[config.mk]
export PLATFORM = sky130hd
export DESIGN_NAME = shift_serial_tx
export DESIGN_NICKNAME = d
export VERILOG_FILES = /design/src/rtl/shift_serial_pkg.sv /design/src/rtl/bit_period_counter.sv /design/src/rtl/shift_serial_tx.sv
export SDC_FILE = /design/constraint.sdc
export NUM_CORES = 1
export LEC_CHECK = 0
export BUFFER_PORTS_ARGS = -buffer_cell sky130_fd_sc_hd__buf_2
export CORE_UTILIZATION = 25
export DETAILED_ROUTE_END_ITERATION = 12
export GPL_TIMING_DRIVEN = 0
export PLACE_DENSITY = 0.45
export SLEW_MARGIN = 20
export SYNTH_ARGS = -nofsm -noshare
export SYNTH_HDL_FRONTEND = slang
export SYNTH_SLANG_ARGS = --single-unit
export TNS_END_PERCENT = 1
[constraint.sdc]
create_clock -name clk -period 4.9 [get_ports clk]
set_input_delay 0.245 -clock clk [delete_from_list [all_inputs] [get_ports clk]]
set_output_delay 0.245 -clock clk [all_outputs]
set_load 0.01 [all_outputs]
[src/rtl/shift_serial_pkg.sv]
// Shared definitions for the serial transmitter: FSM state encoding and line levels.
package shift_serial_pkg;

   typedef enum logic [1:0] {
      IDLE  = 2'd0,
      START = 2'd1,
      DATA  = 2'd2,
      STOP  = 2'd3
   } state_e;

   localparam logic START_BIT = 1'b0;
   localparam logic STOP_BIT  = 1'b1;

endpackage

[src/rtl/bit_period_counter.sv]
// Bit-period timer: counts 0..CLKS_PER_BIT-1 while run is high, tick marks the last cycle.
module bit_period_counter #(
   parameter int unsigned CLKS_PER_BIT = 4
) (
   input  logic clk,
   input  logic reset,
   input  logic run,
   output logic tick
);

   localparam int unsigned CW = $clog2(CLKS_PER_BIT + 1);
   localparam logic [CW-1:0] LAST_CNT = CW'(CLKS_PER_BIT - 1);

   logic [CW-1:0] r_cnt;

   assign tick = run && (r_cnt == LAST_CNT);

   // Period counter: held at zero when idle, wraps to zero on each bit boundary.
   always_ff @(posedge clk or posedge reset) begin
      if (reset) begin
         r_cnt <= '0;
      end else if (!run || tick) begin
         r_cnt <= '0;
      end else begin
         r_cnt <= r_cnt + CW'(1);
      end
   end

endmodule

[src/rtl/shift_serial_tx.sv]
// Serialiser: one start bit, WIDTH data bits (MSB- or LSB-first), one stop bit per frame.
module shift_serial_tx
   import shift_serial_pkg::*;
#(
   parameter int unsigned WIDTH        = 8,
   parameter int unsigned CLKS_PER_BIT = 4
) (
   input  logic             clk,
   input  logic             reset,
   input  logic [WIDTH-1:0] data_in,
   input  logic             data_valid,
   output logic             data_ready,
   input  logic             msb_first,
   output logic             serial_out,
   output logic             busy,
   output logic             done
);

   localparam int unsigned BW = (WIDTH > 1) ? $clog2(WIDTH) : 1;
   localparam logic [BW-1:0] LAST_BIT = BW'(WIDTH - 1);

   state_e           r_state;
   state_e           w_state_d;
   logic [WIDTH-1:0] r_sreg;
   logic [WIDTH-1:0] w_sreg_d;
   logic             r_msb;
   logic             w_msb_d;
   logic [BW-1:0]    r_bit;
   logic [BW-1:0]    w_bit_d;
   logic             r_serial;
   logic             w_serial_d;
   logic             w_tick;
   logic             w_run;
   logic             w_accept;

   assign w_run    = (r_state != IDLE);
   assign w_accept = data_valid && (r_state == IDLE);

   bit_period_counter #(
      .CLKS_PER_BIT(CLKS_PER_BIT)
   ) u_bit_period_counter (
      .clk  (clk),
      .reset(reset),
      .run  (w_run),
      .tick (w_tick)
   );

   // State register.
   always_ff @(posedge clk or posedge reset) begin
      if (reset) begin
         r_state <= IDLE;
      end else begin
         r_state <= w_state_d;
      end
   end

   // Next-state logic: each non-idle state lasts whole bit periods.
   always_comb begin
      w_state_d = r_state;
      case (r_state)
         IDLE:    if (w_accept) w_state_d = START;
         START:   if (w_tick) w_state_d = DATA;
         DATA:    if (w_tick && (r_bit == LAST_BIT)) w_state_d = STOP;
         STOP:    if (w_tick) w_state_d = IDLE;
         default: w_state_d = IDLE;
      endcase
   end

   // Handshake and status outputs decoded from registered state only.
   always_comb begin
      data_ready = (r_state == IDLE);
      busy       = (r_state != IDLE);
      done       = (r_state == STOP) && w_tick;
   end

   // Datapath next values; the line level is derived from the next state so it stays aligned.
   always_comb begin
      w_sreg_d = r_sreg;
      w_msb_d  = r_msb;
      w_bit_d  = r_bit;
      if (w_accept) begin
         w_sreg_d = data_in;
         w_msb_d  = msb_first;
      end
      if ((r_state == DATA) && w_tick) begin
         w_sreg_d = r_msb ? (r_sreg << 1) : (r_sreg >> 1);
         w_bit_d  = (r_bit == LAST_BIT) ? '0 : r_bit + BW'(1);
      end
      case (w_state_d)
         START:   w_serial_d = START_BIT;
         DATA:    w_serial_d = w_msb_d ? w_sreg_d[WIDTH-1] : w_sreg_d[0];
         default: w_serial_d = STOP_BIT;
      endcase
   end

   // Datapath registers; the line idles high.
   always_ff @(posedge clk or posedge reset) begin
      if (reset) begin
         r_sreg   <= '0;
         r_msb    <= 1'b0;
         r_bit    <= '0;
         r_serial <= STOP_BIT;
      end else begin
         r_sreg   <= w_sreg_d;
         r_msb    <= w_msb_d;
         r_bit    <= w_bit_d;
         r_serial <= w_serial_d;
      end
   end

   assign serial_out = r_serial;

endmodule

Word-level counts from Yosys, hierarchy flattened

Cells that the tools add are included.

Flip-flop bits (word level): 18
Latch bits: 0
Bits in writable memories: 0
ROM bits: 0
Bits of input ports: 12
Logic and storage cells: 39
Memories kept: 0

Add/sub/neg operators: 2
Multipliers: 0
Div/mod/pow operators: 0
$lt $le $gt $ge: 0
Equality and inequality tests: 7
Shift-type cells: 0
Mux-type cells: 13
Bitwise operators: 0
Reduce and logical (&&, ||, !) cells: 10

Operators with widths:

| operator            | number |
|---|---|
| $mux 8              | 3 |
| $mux 2              | 4 |
| $pmux 2 s4          | 1 |
| $add 3x1->3 const B | 2 |
| $eq 2x2->1 const B  | 3 |
| $mux 3              | 2 |
| $logic_and 1x1->1   | 5 |
| $eq 2x1->1 const B  | 2 |
| $reduce_bool 2->1   | 2 |
| $eq 3x2->1 const B  | 1 |
| $eq 3x3->1 const B  | 1 |
| $logic_not 2->1     | 1 |
| $mux 1              | 2 |
| $pmux 1 s2          | 1 |
| $logic_not 1->1     | 1 |
| $logic_or 1x1->1    | 1 |

Longest topological paths before layout

Gate-level depths: netlist of run 1.

Word-level depth: 7
Mapped depth: 7

Modules after synthesis

A second synthesis of run 1 with hierarchy kept.

Cell total of the unflattened synthesis: 102
Area total of the unflattened synthesis: 992.2 µm²

By module, submodules not included:

| module             | instances | cells an instance | area each (µm²) | seq. area each (µm²) |
|---|---|---|---|---|
| shift_serial_tx    | 1         | 91                | 853.3           | 376.6 |
| bit_period_counter | 1         | 11                | 138.9           | 75.1 |

Worst setup path after synthesis of run 1

OpenSTA, ideal clock, no wires.

Path kind: register to register
Start point: reg u_bit_period_counter.r_cnt[0]
End point: reg r_serial (netlist: serial_out)
Library setup time: 80 ps
Arrival: 1615 ps
Setup slack: 3205 ps
Stages on the path, launching flop included: 8
Path buffers: 1
Clock period less this slack: 1695 ps
Cell sequence: dfrtp_1 -> ha_1 -> ha_1 -> nand3b_1 -> buf_4 -> a31oi_2 -> or3b_1 -> o221a_2

Elaborated cells between the ends (all ways): 13

RTL lines:

| element                | line                     | text |
|---|---|---|
| start, declared        | bit_period_counter.sv:14 | `logic [CW-1:0] r_cnt;` |
| start signal, assigned | bit_period_counter.sv:25 | `r_cnt <= r_cnt + CW'(1);` |
| $eq 3x2->1             | bit_period_counter.sv:16 | `assign tick = run && (r_cnt == LAST_CNT);` |
| $logic_and 1x1->1      | bit_period_counter.sv:16 |  |
| $logic_and 1x1->1      | shift_serial_tx.sv:85    | `if ((r_state == DATA) && w_tick) begin` |
| $mux 8                 | shift_serial_tx.sv:85    |  |
| net w_sreg_d[0]        | shift_serial_tx.sv:25    | `logic [WIDTH-1:0] w_sreg_d;` |
| $mux 1                 | shift_serial_tx.sv:91    | `DATA: w_serial_d = w_msb_d ? w_sreg_d[WIDTH-1] : w_sreg_d[0];` |
| $pmux 1 s2             | shift_serial_tx.sv:89    | `case (w_state_d)` |
| net w_serial_d         | shift_serial_tx.sv:31    | `logic w_serial_d;` |
| end signal, assigned   | shift_serial_tx.sv:107   | `r_serial <= w_serial_d;` |
| end, declared          | shift_serial_tx.sv:30    | `logic r_serial;` |

The timed path passes the listed nets, and every way through them passes these cells.
A chain may end at the register's enable or synchronous reset.

Worst setup path in the final report of run 1

Start point: reg u_bit_period_counter.r_cnt[0]
End point: reg r_bit[0]

Word-level cells in the longest chain between the ends: 3

Ends and longest elaborated chain:

| element              | line                     | text |
|---|---|---|
| $eq 3x2->1           | bit_period_counter.sv:16 |  |
| $logic_and 1x1->1    | bit_period_counter.sv:16 |  |
| $logic_and 1x1->1    | shift_serial_tx.sv:85    |  |
| end signal, assigned | shift_serial_tx.sv:106   | `r_bit <= w_bit_d;` |
| end, declared        | shift_serial_tx.sv:28    | `logic [BW-1:0] r_bit;` |

No other way between the ends.

==> results.py, run 1 <==
metrics = {
    "synth": {
        "yosysUniqueCellTypes": 32,
        "syn-num-nets": 119,
        "seq_area_frac_synth_pct": 46.0,
        "syn_area_um2": 982,
        "synthFlopType": "dfrtp_1",
        "synth.largest_area_cell": "dfrtp_1",
        "ys_ff_latch": 18,
        "synth_top_area_share_pct": 43.3,
        "syn_inst": 103,
        "synth_area_leaders": "dfrtp_1, nand2_1, ha_1",
        "synthTopCellsByCount": "dfrtp_1, nand2_1, a31oi_1",
        "avgSynthCellArea_um2": 9.54,
        "synth-edff-count": 0,
        "synth_warnings": 0,
        "synthArstFlopShare_pct": 100,
    },
    "setup_path": {
        "reg2reg_depth": 7,
        "cp_cell_sequence": "ha_1 -> ha_1 -> nand3b_1 -> buf_4 -> clkbuf_1 -> nor3_1 -> a21o_1",
        "worstPathMaxFanout": 10,
        "end_kind": "register",
        "cp.depth": 7,
        "crit_start": "u_bit_period_counter.r_cnt[0]",
        "critPathSlowestCell": "dfrtp_1",
        "path_buf_inv": 2,
        "endpoint": "r_bit[0]",
        "crit_type": "register to register",
        "cpMostUsedCell": "ha_1",
        "worst_ep_arrival_time_ps": 2070,
        "cp_top_family": "buffers and inverters",
        "r2r-start": "u_bit_period_counter.r_cnt[0]",
        "start_kind": "register",
        "critPathMaxStageDelay_ps": 390,
        "r2r_end": "r_bit[0]",
        "required_ps": 5050,
        "regToRegSetupSlack_ps": 2980,
    },
    "sta": {
        "slew_headroom_pct": 52.3,
        "period_share_pct": 39.2,
        "hold_violations": 0,
        "rsz0062_at_grt": "no",
        "slew_viol_final": 0,
        "min_period_ps": 1920,
        "tns_ps": 0,
        "finClkSkew_ps": 2.75,
        "final-setup-viol-count": 0,
        "max_freq_ghz": 0.521,
        "worst_slew_pin_slew_ps": 715,
    },
    "route": {
        "drt-initial-drc-count": 23,
        "drc": 0,
        "vias": 779,
        "wl_per_cell_um": 12.5,
        "wl_um": 2120,
        "dr.pass1.iters": 4,
        "antenna_left": 0,
        "via_per_inst": 4.58,
    },
    "power_and_ir_drop": {
        "max-vdd-ir-drop_v": 0.000190,
        "powerDensity_nw_per_um2": 544,
        "p_leak_nw": 0.523,
    },
    "cells_and_area": {
        "area.growth.synth_to_final_pct": 18.3,
        "regArea_um2": 452,
        "diodes": 0,
        "fin_util_pct": 31.3,
        "final_nets": 139,
        "fillers": 418,
        "drive_gt1_share_pct": 23.0,
        "multiInputGateArea_um2": 465,
    },
    "global_route": {
        "overflow": 0,
        "grt_pass1_vias": 792,
        "grt_max_degree": 19,
        "antenna_found_initial": 0,
        "grtUsageTotal_pct": 11.4,
        "grt_first_pass_wirelength_um": 3570,
    },
    "clocking": {
        "cts_resized": 0,
        "clkTransAtPathRegs_ps": 70,
        "cts_tree": "done",
        "clk_path_buf_depth": 2,
        "cts_sinks": 18,
        "cts_made_buffers": 3,
        "post-cts-setup-buffers": 0,
        "h-tree-depth": 1,
        "ctsHoldBuffers": 0,
        "clk_latency_ps": 250,
        "root_buffer": "clkbuf_8",
    },
    "die": {
        "dieArea_um2": 4180,
        "die_x_um": 64.7,
        "num_io_pins": 16,
        "initial_core_util_pct": 26.4,
        "die_h_um": 64.7,
        "core-area_um2": 3720,
        "rows": 22,
    },
    "place": {
        "io_buffers": 15,
        "gp_congestion": 0.714,
        "hpwl_um": 1550,
    },
    "worst_hold_path": {
        "hp-class": "input port to async pin",
    },
    "run_status": {
        "outcome": "finished, final reports clean",
    },
    "flow_run": {
        "max_cap_violations": 0,
    },
}
-- state kept, by name (all words and copies together), names as in the netlist --
name                        count
u_bit_period_counter.r_cnt      3
serial_out                      1
r_msb                           1
r_state                         2
r_sreg                          8
r_bit                           3
-- area by class of cell --
type	count	share of cell area (%)
clock buffers	4	3.88
multi-input cells	73	40.0
plain buffers	6	3.66
flip-flops and latches	18	38.9
repair buffers	15	6.46
inverters	6	1.94
well taps	48	5.17
-- worst min path at each step --
| stage | slack, ps | cells after the start | end | startpoint |
|---|---|---|---|---|
| after global routing | 150 | 2 | r_bit[0] | reset |
| after detailed placement | 420 | 2 | u_bit_period_counter.r_cnt[0] | reset |
| final | 100 | 2 | r_bit[0] | reset |
| after global placement | 420 | 2 | u_bit_period_counter.r_cnt[0] | reset |
| after CTS | 140 | 2 | u_bit_period_counter.r_cnt[0] | reset |
| after floorplan | 180 | 1 | r_bit[0] | reset |
-- metal layers --
layer | wire (µm) | vias to the layer above | global-route usage, %
met4 | 13 | 0 | 1.67
met3 | 100 | 2 | 4.40
li1 | - | 397 | -
met5 | 0 | - | 0
met2 | 1050 | 13 | 19.2
met1 | 948 | 367 | 14.1
-- cell usage in the layout (no fill, tap or decap), types with 2 or more instances in the layout --
cell type,n
o21ai_0,3
or3b_1,2
a31oi_1,7
nor3_1,4
ha_1,4
buf_6,2
nand3b_1,2
clkbuf_8,3
nand2b_1,2
clkbuf_1,3
and3_1,2
dfrtp_1,17
a21oi_1,5
nor2b_1,5
nor2_1,3
inv_1,5
a211oi_1,6
buf_2,16
nand2_1,17
-- report_power, final --
group | switching (mW) | internal (mW) | leakage, nW
clock network | 0.0482 | 0.0577 | 0.0228
logic | 0.138 | 0.120 | 0.281
registers | 0.0482 | 0.221 | 0.219
total | 0.234 | 0.399 | 0.523
-- cell families (layout without fill, tap and decap cells) --
group	count (synthesis)	after routing	synth area share, %
buffers and inverters	12	31	6.62
XOR/XNOR	1	1	0.892
AND/OR/NAND/NOR	40	40	21.9
AO/OA/AOI/OAI	27	27	18.3
multiplexers	1	1	1.15
flip-flops	18	18	46.0
adder cells (fa/ha/maj)	4	4	5.10
-- worst register-to-register path, cell delays in order (launching register included) --
cell and delay [ps]:
dfrtp_1 390, ha_1 200, ha_1 270, nand3b_1 140
buf_4 190, clkbuf_1 380, nor3_1 90, a21o_1 170
-- stage by stage --
step                power, mW  setup WS (ps)  hold slack (ps)  instances  cell area [µm²]
floorplan               0.462           3200              183        103              982
global placement        0.524           2990              415        166             1120
detailed placement      0.532           2960              415        166             1120
CTS                     0.645           2950              137        170             1160
global route            0.697           2850              146        170             1160
finish                  0.633           2980             97.4        170             1160
No activity file was read; power rests on OpenSTA's default activity.
==> run 2, diff against run 1 <==
--- a/config.mk
+++ b/config.mk
@@ -5,11 +5,12 @@
 export SDC_FILE = /design/constraint.sdc
 export NUM_CORES = 1
 export LEC_CHECK = 0
+export ABC_AREA = 1
 export BUFFER_PORTS_ARGS = -buffer_cell sky130_fd_sc_hd__buf_2
 export CORE_UTILIZATION = 25
 export DETAILED_ROUTE_END_ITERATION = 12
 export GPL_TIMING_DRIVEN = 0
-export PLACE_DENSITY = 0.45
+export PLACE_DENSITY = 0.46
 export SLEW_MARGIN = 20
 export SYNTH_ARGS = -nofsm -noshare
 export SYNTH_HDL_FRONTEND = slang
==> constraint.sdc (replaced) <==
create_clock -name clk -period 1.67 [get_ports clk]
set_input_delay 0.0835 -clock clk [delete_from_list [all_inputs] [get_ports clk]]
set_output_delay 0.0835 -clock clk [all_outputs]
set_load 0.01 [all_outputs]
==> results.py, run 2 <==
metrics = {
    "clocking": {
        "clk_latency_ps": 250,
        "root_buffer": "clkbuf_8",
        "h-tree-depth": 1,
        "cts_sinks": 18,
        "cts_tree": "done",
        "clkTransAtPathRegs_ps": 70,
        "cts_made_buffers": 3,
        "clk_path_buf_depth": 2,
    },
    "synth": {
        "synthTopCellsByCount": "nand2_1, dfrtp_1, inv_1",
        "synth_compound_area_share_pct": 11.1,
        "syn-num-nets": 133,
        "synth_xor_area_share_pct": 0.901,
        "synthArstFlopShare_pct": 100,
        "yosys.area_share.simple_pct": 28.2,
        "syn_inst": 117,
        "ys_ff_latch": 18,
        "synth_top_family_by_area": "simple AND/OR/NAND/NOR gates",
        "avgSynthCellArea_um2": 8.31,
        "synth_area_leaders": "dfrtp_1, nand2_1, nand3_1",
        "synth_most_common_cell": "nand2_1",
        "synth_mux_area_share_pct": 0,
        "seq_area_frac_synth_pct": 46.5,
        "synthFlopType": "dfrtp_1",
        "synth_top_area_share_pct": 43.8,
        "yosysUniqueCellTypes": 24,
        "synth_fa_ha_area_share_pct": 5.15,
        "synth.largest_area_cell": "dfrtp_1",
        "synth-edff-count": 0,
        "syn_area_um2": 972,
        "synth_warnings": 0,
    },
    "cells_and_area": {
        "multiInputGateArea_um2": 443,
        "final_cell_mix": "nand2_1, dfrtp_1, buf_2",
        "diodes": 0,
        "fillers": 416,
        "area.growth.synth_to_final_pct": 21.1,
        "design_area_um2": 1180,
        "regArea_um2": 452,
        "final_nets": 154,
        "drive_gt1_share_pct": 21.9,
        "largest_reg_flops": 8,
        "reg_top3": "r_sreg (8), r_bit (3), u_bit_period_counter.r_cnt (3)",
        "top_register": "r_sreg",
        "mostFrequentLayoutCell": "nand2_1",
    },
    "sta": {
        "slew_headroom_pct": 52.0,
        "min_period_ps": 1560,
        "rsz0062_at_grt": "yes",
        "worst_slew_pin_slew_ps": 719,
        "max_freq_ghz": 0.640,
        "finClkSkew_ps": 1.96,
        "hold_violations": 0,
        "period_share_pct": 93.5,
        "slew_viol_final": 0,
        "final-setup-viol-count": 0,
    },
    "route": {
        "dr.pass1.iters": 4,
        "vias": 802,
        "drt-initial-drc-count": 30,
        "antenna_left": 0,
        "drc": 0,
        "via_per_inst": 4.34,
        "wl_per_cell_um": 10.8,
        "wl_um": 1990,
    },
    "die": {
        "num_io_pins": 16,
        "die_h_um": 64.4,
        "initial_core_util_pct": 26.4,
        "die_x_um": 64.4,
        "core-area_um2": 3690,
        "dieArea_um2": 4140,
        "rows": 22,
    },
    "setup_path": {
        "start_kind": "register",
        "cp_cell_sequence": "ha_1 -> ha_1 -> nand3_1 -> buf_4 -> nand3_1 -> nand3_1 -> nand2_1 -> nand2_1 -> nand2_1",
        "required_ps": 1860,
        "worstPathMaxFanout": 10,
        "r2r-start": "u_bit_period_counter.r_cnt[0]",
        "end_kind": "register",
        "crit_type": "register to register",
        "critPathSlowestCell": "dfrtp_1",
        "crit_start": "u_bit_period_counter.r_cnt[0]",
        "critPathMaxStageDelay_ps": 380,
        "worst_ep_arrival_time_ps": 1750,
    },
    "global_route": {
        "grt_first_pass_wirelength_um": 3480,
        "grt_pass1_vias": 795,
        "overflow": 0,
        "antenna_found_initial": 0,
        "grtUsageTotal_pct": 11.0,
        "grt_max_degree": 19,
    },
    "power_and_ir_drop": {
        "max-vdd-ir-drop_v": 0.000770,
        "powerDensity_nw_per_um2": 1610,
        "power_mw": 1.90,
        "p_leak_nw": 0.593,
    },
    "place": {
        "io_buffers": 15,
        "place_area_um2": 1110,
        "gp_congestion": 0.735,
        "hpwl_um": 1530,
    },
    "flow_run": {
        "max_cap_violations": 0,
    },
    "worst_hold_path": {
        "hp-class": "input port to register",
        "hold_start": "data_in[1]",
    },
    "run_status": {
        "outcome": "finished, final reports clean",
    },
}
## run 2: changes by cell type in the layout (fill, tap and decap cells not counted), sizes merged, moves of 3 or more
cell    delta
o21ai      +5
nor2b      -5
inv       +10
a211oi     -6
a31oi      -8
o221ai     +3
nand3     +11
nand2     +19
a21oi      -3
## run 2: cell type report
cell class	count	area share (%)
Multi-Input combinational cell	80	37.6
Tap cell	48	5.10
Timing Repair Buffer	16	7.23
Inverter	16	5.10
Sequential cell	18	38.4
Buffer	3	1.91
Clock buffer	4	4.68
## run 2: worst max-delay path, delay by kind of cell, from the launching register on
family	cells	cell delay [ps]
adders and majority gates	2	430
buffers and inverters	1	190
DFF	1	380
and+or+nand+nor	6	490
## run 2: cell families after synthesis
kind of cell	Yosys count
xor gates and xnor gates	1
DFF	18
and+or+nand+nor	59
buffers and inverters	19
adders and majority gates	4
AOI/OAI and AO/OA	16
## run 2: final timing paths
| path | to | slack, ps | cells past startpoint |
|---|---|---|---|
| setup / recovery | serial_out | 110 | 9 |
| hold / removal | r_sreg[1] | 40 | 3 |
| setup reg to reg | serial_out | 110 | 9 |
| hold reg to reg | u_bit_period_counter.r_cnt[0] | 440 | 1 |
| max in group asynchronous | r_sreg[0] | 740 | 3 |
| min in group asynchronous | r_bit[0] | 480 | 3 |
## run 2: per-stage QoR
step,hold slack [ps],setup TNS (ps),setup WS [ps],instances,utilization [%]
3_5_place_dp,248,0,33.5,180,30.0
6_report,43.3,0,108,185,31.9
3_3_place_gp,238,0,41.1,180,30.0
2_1_floorplan,21.3,0,227,117,-
4_1_cts,41.4,0,3.79,185,31.8
5_1_grt,57.8,-45.4,-45.4,185,31.9
## run 2: what timing repair did
item,CTS,global route
hold buffers,1,0
resized for setup,0,3
buffers inserted,0,0
endpoints found under the setup margin,0,8
hold endpoints to repair,17,0
## run 2: power breakdown
group | switching [mW] | internal (mW)
Clock | 0.154 | 0.209
Sequential | 0.0851 | 0.619
Combinational | 0.498 | 0.333
Total | 0.737 | 1.16
## run 2: metal layers
metal / wire [µm] / track usage (%)
met1: 913 / 13.0
met2: 987 / 18.3
met3: 55 / 3.04
met4: 33 / 5.00
met5: 0 / 0
==> run 3, diff against run 2 <==
--- a/config.mk
+++ b/config.mk
@@ -7,10 +7,9 @@
 export LEC_CHECK = 0
 export ABC_AREA = 1
 export BUFFER_PORTS_ARGS = -buffer_cell sky130_fd_sc_hd__buf_2
-export CORE_UTILIZATION = 25
+export CORE_UTILIZATION = 35
 export DETAILED_ROUTE_END_ITERATION = 12
 export GPL_TIMING_DRIVEN = 0
-export PLACE_DENSITY = 0.46
 export SLEW_MARGIN = 20
 export SYNTH_ARGS = -nofsm -noshare
 export SYNTH_HDL_FRONTEND = slang
==> results.py, run 3 (synthesized netlist as in run 2, its figures left out) <==
metrics = {
    "cells_and_area": {
        "drive_gt1_share_pct": 23.4,
        "area.growth.synth_to_final_pct": 20.3,
        "final_cell_count_no_fill": 171,
        "final_nets": 158,
        "final_cell_mix": "nand2_1, dfrtp_1, buf_2",
        "top_register": "r_sreg",
        "reg_top3": "r_sreg (8), r_bit (3), u_bit_period_counter.r_cnt (3)",
        "largest_reg_flops": 8,
        "diodes": 0,
        "mostFrequentLayoutCell": "nand2_1",
    },
    "sta": {
        "finClkSkew_ps": 6.18,
        "tns_ps": 0,
        "rsz0062_at_grt": "no",
        "worst_slew_pin_slew_ps": 680,
        "max_freq_ghz": 0.645,
        "slew_viol_final": 0,
        "min_period_ps": 1550,
        "slew_headroom_pct": 54.6,
        "worst_slack_ps": 118,
        "final-setup-viol-count": 0,
        "hold_violations": 0,
        "period_share_pct": 92.9,
    },
    "die": {
        "die_h_um": 54.7,
        "dieArea_um2": 2990,
        "die_x_um": 54.7,
        "num_io_pins": 16,
        "core-area_um2": 2540,
        "initial_core_util_pct": 38.2,
        "rows": 18,
    },
    "route": {
        "met2_length_um": 890,
        "met3_length_um": 42,
        "wl_per_cell_um": 10.8,
        "via_per_inst": 4.81,
        "wl_um": 1850,
        "vias": 823,
        "antenna_left": 0,
        "drc": 0,
        "top_layer": "met4",
        "dr.pass1.iters": 4,
        "drt-initial-drc-count": 10,
        "wl_met1_um": 876,
    },
    "power_and_ir_drop": {
        "p_leak_nw": 0.601,
        "power_mw": 1.77,
        "powerDensity_nw_per_um2": 1510,
        "clockPowerShare_pct": 12.8,
        "p_int_mw": 1.05,
        "p_sw_share_pct": 40.4,
        "p_sw_mw": 0.714,
        "p_seq_share_pct": 40.2,
        "combinationalPowerShare_pct": 47.0,
        "max-vdd-ir-drop_v": 0.000912,
    },
    "global_route": {
        "grt_max_degree": 19,
        "grt_pass1_vias": 754,
        "grtUsageTotal_pct": 15.3,
        "antenna_found_initial": 0,
        "grt_first_pass_wirelength_um": 3150,
        "overflow": 0,
    },
    "clocking": {
        "clk_latency_ps": 290,
        "clk_path_buf_depth": 2,
        "h-tree-depth": 1,
        "clkTransAtPathRegs_ps": 100,
        "cts_sinks": 18,
        "cts_tree": "done",
        "cts_made_buffers": 3,
        "root_buffer": "clkbuf_4",
    },
    "setup_path": {
        "path_buf_inv": 2,
        "required_ps": 1590,
        "cp_cell_sequence": "ha_1 -> ha_2 -> inv_1 -> nor2_1 -> buf_2",
        "critPathSlowestCell": "dfrtp_1",
        "worstPathMaxFanout": 6,
        "worst_ep_arrival_time_ps": 1470,
        "cp_top_family": "adder cells",
        "crit_type": "register to primary output",
        "critPathMaxStageDelay_ps": 400,
        "end_kind": "primary output",
        "start_kind": "register",
    },
    "worst_hold_path": {
        "hp-class": "input port to register",
    },
    "place": {
        "place_ws_ps": -5.08,
        "place_inst": 162,
        "gp_congestion": 0.762,
        "io_buffers": 15,
        "hpwl_um": 1390,
    },
    "run_status": {
        "outcome": "finished, final reports clean",
    },
    "flow_run": {
        "max_cap_violations": 0,
    },
}
## run 3: per-stage QoR
step / utilization [%] / cell area [µm²] / hold slack (ps)
CTS: 44.1 / 1120 / 0.674
floorplan: - / 972 / 21.3
detailed placement: 42.6 / 1080 / 228
finish: 46.0 / 1170 / 8.71
global placement: 42.6 / 1080 / 226
global route: 46.0 / 1170 / 7.13
## run 3: final cells by class
cell class                 instances  area [µm²]
buffer                             3        26.3
multi-input combinational         80         448
tap                               30        37.5
timing repair buffer              20         118
fill                             272        1380
inverter                          16        62.6
clock buffer                       4        26.3
sequential                        18         452
## run 3: path summary, 6_finish.rpt
kind | from | to | slack, ps | depth (start not counted)
worst max-delay path | u_bit_period_counter.r_cnt[0] | done | 120 | 5
worst min-delay path | data_in[2] | r_sreg[2] | 9 | 3
worst max register to register | u_bit_period_counter.r_cnt[0] | serial_out | 180 | 9
worst min register to register | u_bit_period_counter.r_cnt[0] | u_bit_period_counter.r_cnt[0] | 450 | 1
max in group asynchronous | reset | r_sreg[1] | 820 | 3
min in group asynchronous | reset | r_sreg[7] | 420 | 3
## run 3: tightest hold or removal path: stages
cell,delay [ps]
buf_2,70
nand2_1,50
o221ai_1,60
## run 3: timing repair
action / 4_1_cts / 5_1_grt
hold buffers: 1 / 1
hold endpoints to repair: 17 / 1
resized for setup: 1 / 4
endpoints found under the setup margin: 4 / 7
buffers inserted: 0 / 3
## run 3: power groups by stage
stage,logic [mW],clock network (mW),registers (mW)
2_1_floorplan,0.647,0,0.704
3_3_place_gp,0.802,0,0.714
3_5_place_dp,0.816,0,0.719
4_1_cts,0.826,0.235,0.708
5_1_grt,0.966,0.260,0.734
6_report,0.831,0.227,0.710
## run 3: routing by layer
layer | global-route usage, % | up-vias
met5 | 0 | -
met4 | 7.69 | 0
met3 | 3.33 | 5
met2 | 24.9 | 7
met1 | 18.7 | 385
li1 | - | 426
